==> src/rtl/msrv32_integer_file_pkg.sv <==
// Shared msrv32 constants used by the integer register file and its read ports.
package msrv32_integer_file_pkg;
  localparam int XLEN       = 32;
  localparam int REG_ADDR_W = 5;
  localparam int NUM_REGS   = 32;

  localparam logic [REG_ADDR_W-1:0] X0_ADDR = 5'd0;
endpackage

==> src/rtl/msrv32_integer_file_rf_read_port.sv <==
// One combinational read port: x0 reads zero, then same-cycle write bypass, then storage.
module msrv32_rf_read_port
  import msrv32_integer_file_pkg::*;
#(
  parameter int XLEN_P   = XLEN,
  parameter int NUM_REGS_P = NUM_REGS,
  parameter int ADDR_W   = REG_ADDR_W
) (
  input  logic [ADDR_W-1:0]                  addr_i,
  input  logic [ADDR_W-1:0]                  rd_addr_i,
  input  logic                               wr_en_i,
  input  logic [XLEN_P-1:0]                  rd_data_i,
  input  logic [NUM_REGS_P-1:0][XLEN_P-1:0]  regs_i,
  output logic [XLEN_P-1:0]                  data_o
);

  always_comb begin
    data_o = '0;
    if (addr_i == X0_ADDR) begin
      data_o = '0;
    end else if (wr_en_i && (addr_i == rd_addr_i)) begin
      data_o = rd_data_i;
    end else begin
      data_o = regs_i[addr_i];
    end
  end

endmodule

==> src/rtl/msrv32_integer_file.sv <==
// Architectural integer register file x0..x31 with two bypassed combinational read ports.
module msrv32_integer_file
  import msrv32_integer_file_pkg::*;
#(
  parameter int XLEN_P     = XLEN,
  parameter int NUM_REGS_P = NUM_REGS,
  parameter int ADDR_W     = REG_ADDR_W
) (
  input  logic              ms_riscv32_mp_clk_in,
  input  logic              ms_riscv32_mp_rst_in,
  input  logic [ADDR_W-1:0] rs_1_addr_in,
  input  logic [ADDR_W-1:0] rs_2_addr_in,
  input  logic [ADDR_W-1:0] rd_addr_in,
  input  logic              wr_en_in,
  input  logic [XLEN_P-1:0] rd_in,
  output logic [XLEN_P-1:0] rs_1_out,
  output logic [XLEN_P-1:0] rs_2_out
);

  logic [NUM_REGS_P-1:1][XLEN_P-1:0] regs_q;
  logic [NUM_REGS_P-1:1][XLEN_P-1:0] regs_d;
  logic [NUM_REGS_P-1:0][XLEN_P-1:0] regs_view;
  logic                              wr_en_eff;

  // Reset suppresses both the write and the bypass; storage is already zero under reset.
  assign wr_en_eff = wr_en_in & ~ms_riscv32_mp_rst_in;
  assign regs_view = {regs_q, {XLEN_P{1'b0}}};

  always_comb begin
    regs_d = regs_q;
    if (wr_en_eff && (rd_addr_in != X0_ADDR)) begin
      regs_d[rd_addr_in] = rd_in;
    end
  end

  always_ff @(posedge ms_riscv32_mp_clk_in or posedge ms_riscv32_mp_rst_in) begin
    if (ms_riscv32_mp_rst_in) begin
      regs_q <= '0;
    end else begin
      regs_q <= regs_d;
    end
  end

  msrv32_rf_read_port #(
    .XLEN_P(XLEN_P), .NUM_REGS_P(NUM_REGS_P), .ADDR_W(ADDR_W)
  ) u_rs1_port (
    .addr_i    (rs_1_addr_in),
    .rd_addr_i (rd_addr_in),
    .wr_en_i   (wr_en_eff),
    .rd_data_i (rd_in),
    .regs_i    (regs_view),
    .data_o    (rs_1_out)
  );

  msrv32_rf_read_port #(
    .XLEN_P(XLEN_P), .NUM_REGS_P(NUM_REGS_P), .ADDR_W(ADDR_W)
  ) u_rs2_port (
    .addr_i    (rs_2_addr_in),
    .rd_addr_i (rd_addr_in),
    .wr_en_i   (wr_en_eff),
    .rd_data_i (rd_in),
    .regs_i    (regs_view),
    .data_o    (rs_2_out)
  );

endmodule
==> config.mk <==
export PLATFORM = sky130hd
export DESIGN_NAME = msrv32_integer_file
export DESIGN_NICKNAME = d
export VERILOG_FILES = /design/src/rtl/msrv32_integer_file_pkg.sv /design/src/rtl/msrv32_integer_file_rf_read_port.sv /design/src/rtl/msrv32_integer_file.sv
export SDC_FILE = /design/constraint.sdc
export NUM_CORES = 2
export LEC_CHECK = 0
export BUFFER_PORTS_ARGS = -buffer_cell sky130_fd_sc_hd__buf_4
export CORE_UTILIZATION = 55
export DETAILED_ROUTE_END_ITERATION = 10
export GPL_TIMING_DRIVEN = 0
export HOLD_SLACK_MARGIN = 0.02
export PLACE_DENSITY = 0.71
export SLEW_MARGIN = 20
export SYNTH_ARGS = -nofsm -noshare
export SYNTH_HDL_FRONTEND = slang
export SYNTH_HIERARCHICAL = 1
export SYNTH_SLANG_ARGS = --single-unit
==> constraint.sdc <==
create_clock -name ms_riscv32_mp_clk_in -period 46.9 [get_ports ms_riscv32_mp_clk_in]
set_clock_uncertainty 0.15 [all_clocks]
set_input_delay 14.07 -clock ms_riscv32_mp_clk_in [delete_from_list [all_inputs] [get_ports ms_riscv32_mp_clk_in]]
set_output_delay 14.07 -clock ms_riscv32_mp_clk_in [all_outputs]
set_load 0.005 [all_outputs]
; ---- After elaboration in Yosys (flattened, before gate mapping)
; Index checks and enable logic that the tools add are counted.
[op_classes]
magnitude_cmp = 4
n_reduce_logical = 7
eq_ne = 2
mux = 11
n_bitwise = 2
[ops]
columns = op, count
row1 = $bwmux W992, 1
row2 = $bmux W32 S5, 2
row3 = $mux W32, 7
row4 = $demux W32 S5, 1
row5 = $lt A5 B6 Y1 const B, 3
row6 = $eq A5 B5 Y1, 2
row7 = $logic_not A5 Y1, 2
row8 = $ge A5 B1 Y1 const B, 1
row9 = $reduce_bool A5 Y1, 1
row10 = $logic_and A1 B1 Y1, 4
row11 = $and A1 B1 Y1, 1
row12 = $not A1 Y1, 1
[word_totals]
input_bits = 50
register_bits = 992
output_inout_bits = 64

; ---- Longest topological paths before layout
[logic_depth]
depth_word = 5
ltp_mapped = 10
ltp_nobuf = 5

; ---- By module
; The synthesis kept the hierarchy.
[modules_own_cells]
columns = module, seq_area_each_um2, cells_per_inst, area_each_um2, instances
row1 = msrv32_integer_file, 24823.8, 2223, 37093.1, 1
row2 = msrv32_rf_read_port, 0.0, 852, 9090.0, 2

; ---- Worst setup path after synthesis
; OpenSTA, ideal clock, no wires.
[synth_path]
kind = input -> output
from = in rs_1_addr_in[0]
to = out rs_1_out[16]
slack_ps = 16994
arrival_time_ps = 15686
path_buffers = 3
stages = 7
path_cell_list = buf_6 -> buf_4 -> buf_4 -> mux4_2 -> a221oi_1 -> o22ai_1 -> a21o_1
[synth_between]
elab_chain_len = 4
[synth_rtl]
columns = element, line_no
row1 = "start, declared", msrv32_integer_file.sv:11  ; input logic [ADDR_W-1:0] rs_1_addr_in,
row2 = $bmux W32 S5 / $eq A5 B5 Y1 (equally long branches), "msrv32_integer_file_rf_read_port.sv:24, msrv32_integer_file_rf_read_port.sv:21"
row3 = $mux W32 (not written as such) / $logic_and A1 B1 Y1 (equally long branches), "msrv32_integer_file_rf_read_port.sv:24, msrv32_integer_file_rf_read_port.sv:21"
row4 = $mux W32, msrv32_integer_file_rf_read_port.sv:21  ; end else if (wr_en_i && (addr_i == rd_addr_i)) begin
row5 = $mux W32 *, msrv32_integer_file_rf_read_port.sv:19  ; if (addr_i == X0_ADDR) begin
row6 = "end, declared", msrv32_integer_file.sv:16  ; output logic [XLEN_P-1:0] rs_1_out,
; Every way passes the cells marked *; elsewhere a longest branch is shown, timed or not. The select of a mux whose other input is x is not followed.

; ---- Worst setup path in the final report
[layout_path]
from = in rs_2_addr_in[1]
to = out rs_2_out[15]
[layout_between]
elab_chain_len = 4
[layout_rtl]
columns = element, line_no
row1 = "start, declared", msrv32_integer_file.sv:12  ; input logic [ADDR_W-1:0] rs_2_addr_in,
row2 = $bmux W32 S5 / $eq A5 B5 Y1 (equally long branches), "msrv32_integer_file_rf_read_port.sv:24, msrv32_integer_file_rf_read_port.sv:21"
row3 = $mux W32 (not written as such) / $logic_and A1 B1 Y1 (equally long branches), "msrv32_integer_file_rf_read_port.sv:24, msrv32_integer_file_rf_read_port.sv:21"
row4 = $mux W32, msrv32_integer_file_rf_read_port.sv:21
row5 = $mux W32 *, msrv32_integer_file_rf_read_port.sv:19
row6 = "end, declared", msrv32_integer_file.sv:17  ; output logic [XLEN_P-1:0] rs_2_out
; Marked as above.

==> flow_summary.ini <==
[synth]
async_flop_share_pct = 100.0
synth_ff_type = dfrtp_1
syn_inst = 3927
ys_ff_latch = 992
synth_top_area_share_pct = 44.91
synth_common_cells = mux2_2, dfrtp_1, mux4_2
ys_top_cells_by_area = dfrtp_1, mux2_2, mux4_2, mux2i_1, buf_2
syn_avg_cell_area_um2 = 14.08
yosysSeqAreaShare_pct = 44.91
synth_cell_types = 69
yosysTopAreaCell = dfrtp_1
synth_warnings = 6
synth.cell_area_um2 = 55270
synth_most_common_cell = mux2_2
synth_edf_count = 0

[global_route]
grt.total_usage_pct = 52.04
grt_pass1_wl_um = 354300
overflow = 0
grt_max_degree = 105
antenna_found_initial = 21
first_global_vias = 41540

[clock_network]
cts.sinks = 992
h-tree-depth = 3
worstSkewPairLatency_ps = 750
cts_buffers = 109
cts_hold_buffers = 0
cts_tree = built
root_buffer = clkbuf_16
cts_setup_buffers = 0
clock_path_buffers = 3
ctsResizeCount = 0
clkTransAtPathRegs_ps = 60

[timing]
slew_headroom_pct = 0.01192
setup_viol = 0
hold-worst-slack_ps = 362.5
rsz0062_at_grt = no
finalCriticalPeriod_ps = 32630
worst_slew_pin_slew_ps = 1494
timing.fmax_ghz = 0.03065
drv_slew = 0
period_share_pct = 69.57
hold_violations = 0

[setup_path]
r2r-end = regs_q[494]
slowest_stage = o22ai_1
critPathMaxFanout = 10
cp_slowest_stage_delay_ps = 820
endpoint = rs_2_out[15]
worstSetupEndpointType = output pin
crit_arrival_ps = 18410
rr_worst_depth = 1
regToRegStartpoint = regs_q[494]
cp.required_ps = 32680
r2r_slack_ps = 45820
path_depth = 11
path_buf_inv = 6
critPathTopFamily = buffers and inverters
crit_type = in2out
cp-startpoint = rs_2_addr_in[1]
cp_cell_sequence = buf_4, buf_2, buf_4, buf_2, buf_2, nand2_1, o22ai_1, nor4_1, nor4b_1, nor2_1, buf_4
start_kind = input port

[outcome]
violations = capacitance limit
status = finished with violations

[finish]
multi_input_comb_area_um2 = 28250
n_fill_cell = 7687
largest_reg_flops = 992
top_register = regs_q
drive_above_1_share_pct = 45.01
regArea_um2 = 24820
reg.largest.list = regs_q: 992 flops
final_nets = 4280
syn2layout_area_growth_pct = 12.52
fin_util_pct = 62.83

[job]
maxCapViolCount = 1

[die]
die_area_um2 = 101800
core_um2 = 98990
pin_count = 114
die_w_um = 319.0
rows = 115
start_util_pct = 55.83
die_y_um = 319.0

[place]
gp_congestion = 1.169
hpwl_um = 180100
portBuffers = 107

[pwr]
power_leakage_nw = 28.35
power-per-cell-area_nw_per_um2 = 39.34
max-vdd-ir-drop_uv = 29.03

[detailed_routing]
drtPass1Iterations = 8
viasPerCell = 7.827
drc = 0
wl_um = 264900
postRouteAntennaNets = 0
vias = 43970
drtIter0Drc = 7658
wl_per_cell_um = 47.15

[hold_path]
holdCritPathClass = reg2reg
==> worst min-delay path by stage <==
stage,startpoint,to,cells after the start
after global routing,regs_q[610],regs_q[610],1
final,regs_q[614],regs_q[614],1
after floorplan,regs_q[610],regs_q[610],1
after detailed placement,regs_q[614],regs_q[614],1
after global placement,regs_q[610],regs_q[610],1
after CTS,regs_q[614],regs_q[614],1
==> cell families after synthesis <==
kind of cell | synth area share [%]
mux | 40.68
flops | 44.91
compound gates | 6.560
buf+inv | 4.518
simple gates | 3.167
xor+xnor | 0.1585
other cells | 0.006785
==> cell type report <==
cell class | instances | share of cell area, %
diodes | 10 | 0.04023
plain buffers | 407 | 4.054
clock buffers | 160 | 5.176
clock inverters | 42 | 0.7564
inverters | 7 | 0.05432
multi-input cells | 2584 | 45.42
flip-flops and latches | 992 | 39.91
well taps | 1287 | 2.589
repair buffers | 129 | 1.996
==> through the flow <==
stage               setup TNS (ps)  power [mW]  area, um2  setup WS (ps)  cells
finish                           0       2.447      62200          14270   5618
global route                     0       2.493      62180          14680   5610
CTS                              0       2.410      62150          14690   5607
detailed placement               0       1.531      58460          14720   5405
global placement          -6755090       1.512      57920          -6961   5384
floorplan                        0       1.353      55510           4771   3990
==> placed cells by master, fill, tap and decap left out, drive strengths merged, types with 31 or more instances in the layout <==
master and instances:
a21oi 80, a221oi 80, a22oi 66, buf 369, clkbuf 325, clkinv 34, conb 64, dfrtp 992
mux2 1022, mux2i 312, mux4 346, nand2 97, nand3 31, nor2 42, nor3 47, o21ai 84
o22ai 34
==> metal layers <==
metal / GRT usage (%) / vias up / routed length (um)
met5: 0.8038 / - / 380
met4: 38.00 / 20 / 25710
met3: 30.72 / 1319 / 48110
met2: 66.56 / 4280 / 99980
met1: 63.99 / 22520 / 90690
li1: - / 15840 / -
==> report_power, final <==
group	total [mW]	switching [mW]	internal (mW)
clock	0.897	0.383	0.514
combinational	0.494	0.262	0.232
sequential	1.06	0.0856	0.970
Power figures use the tool's default switching activity.
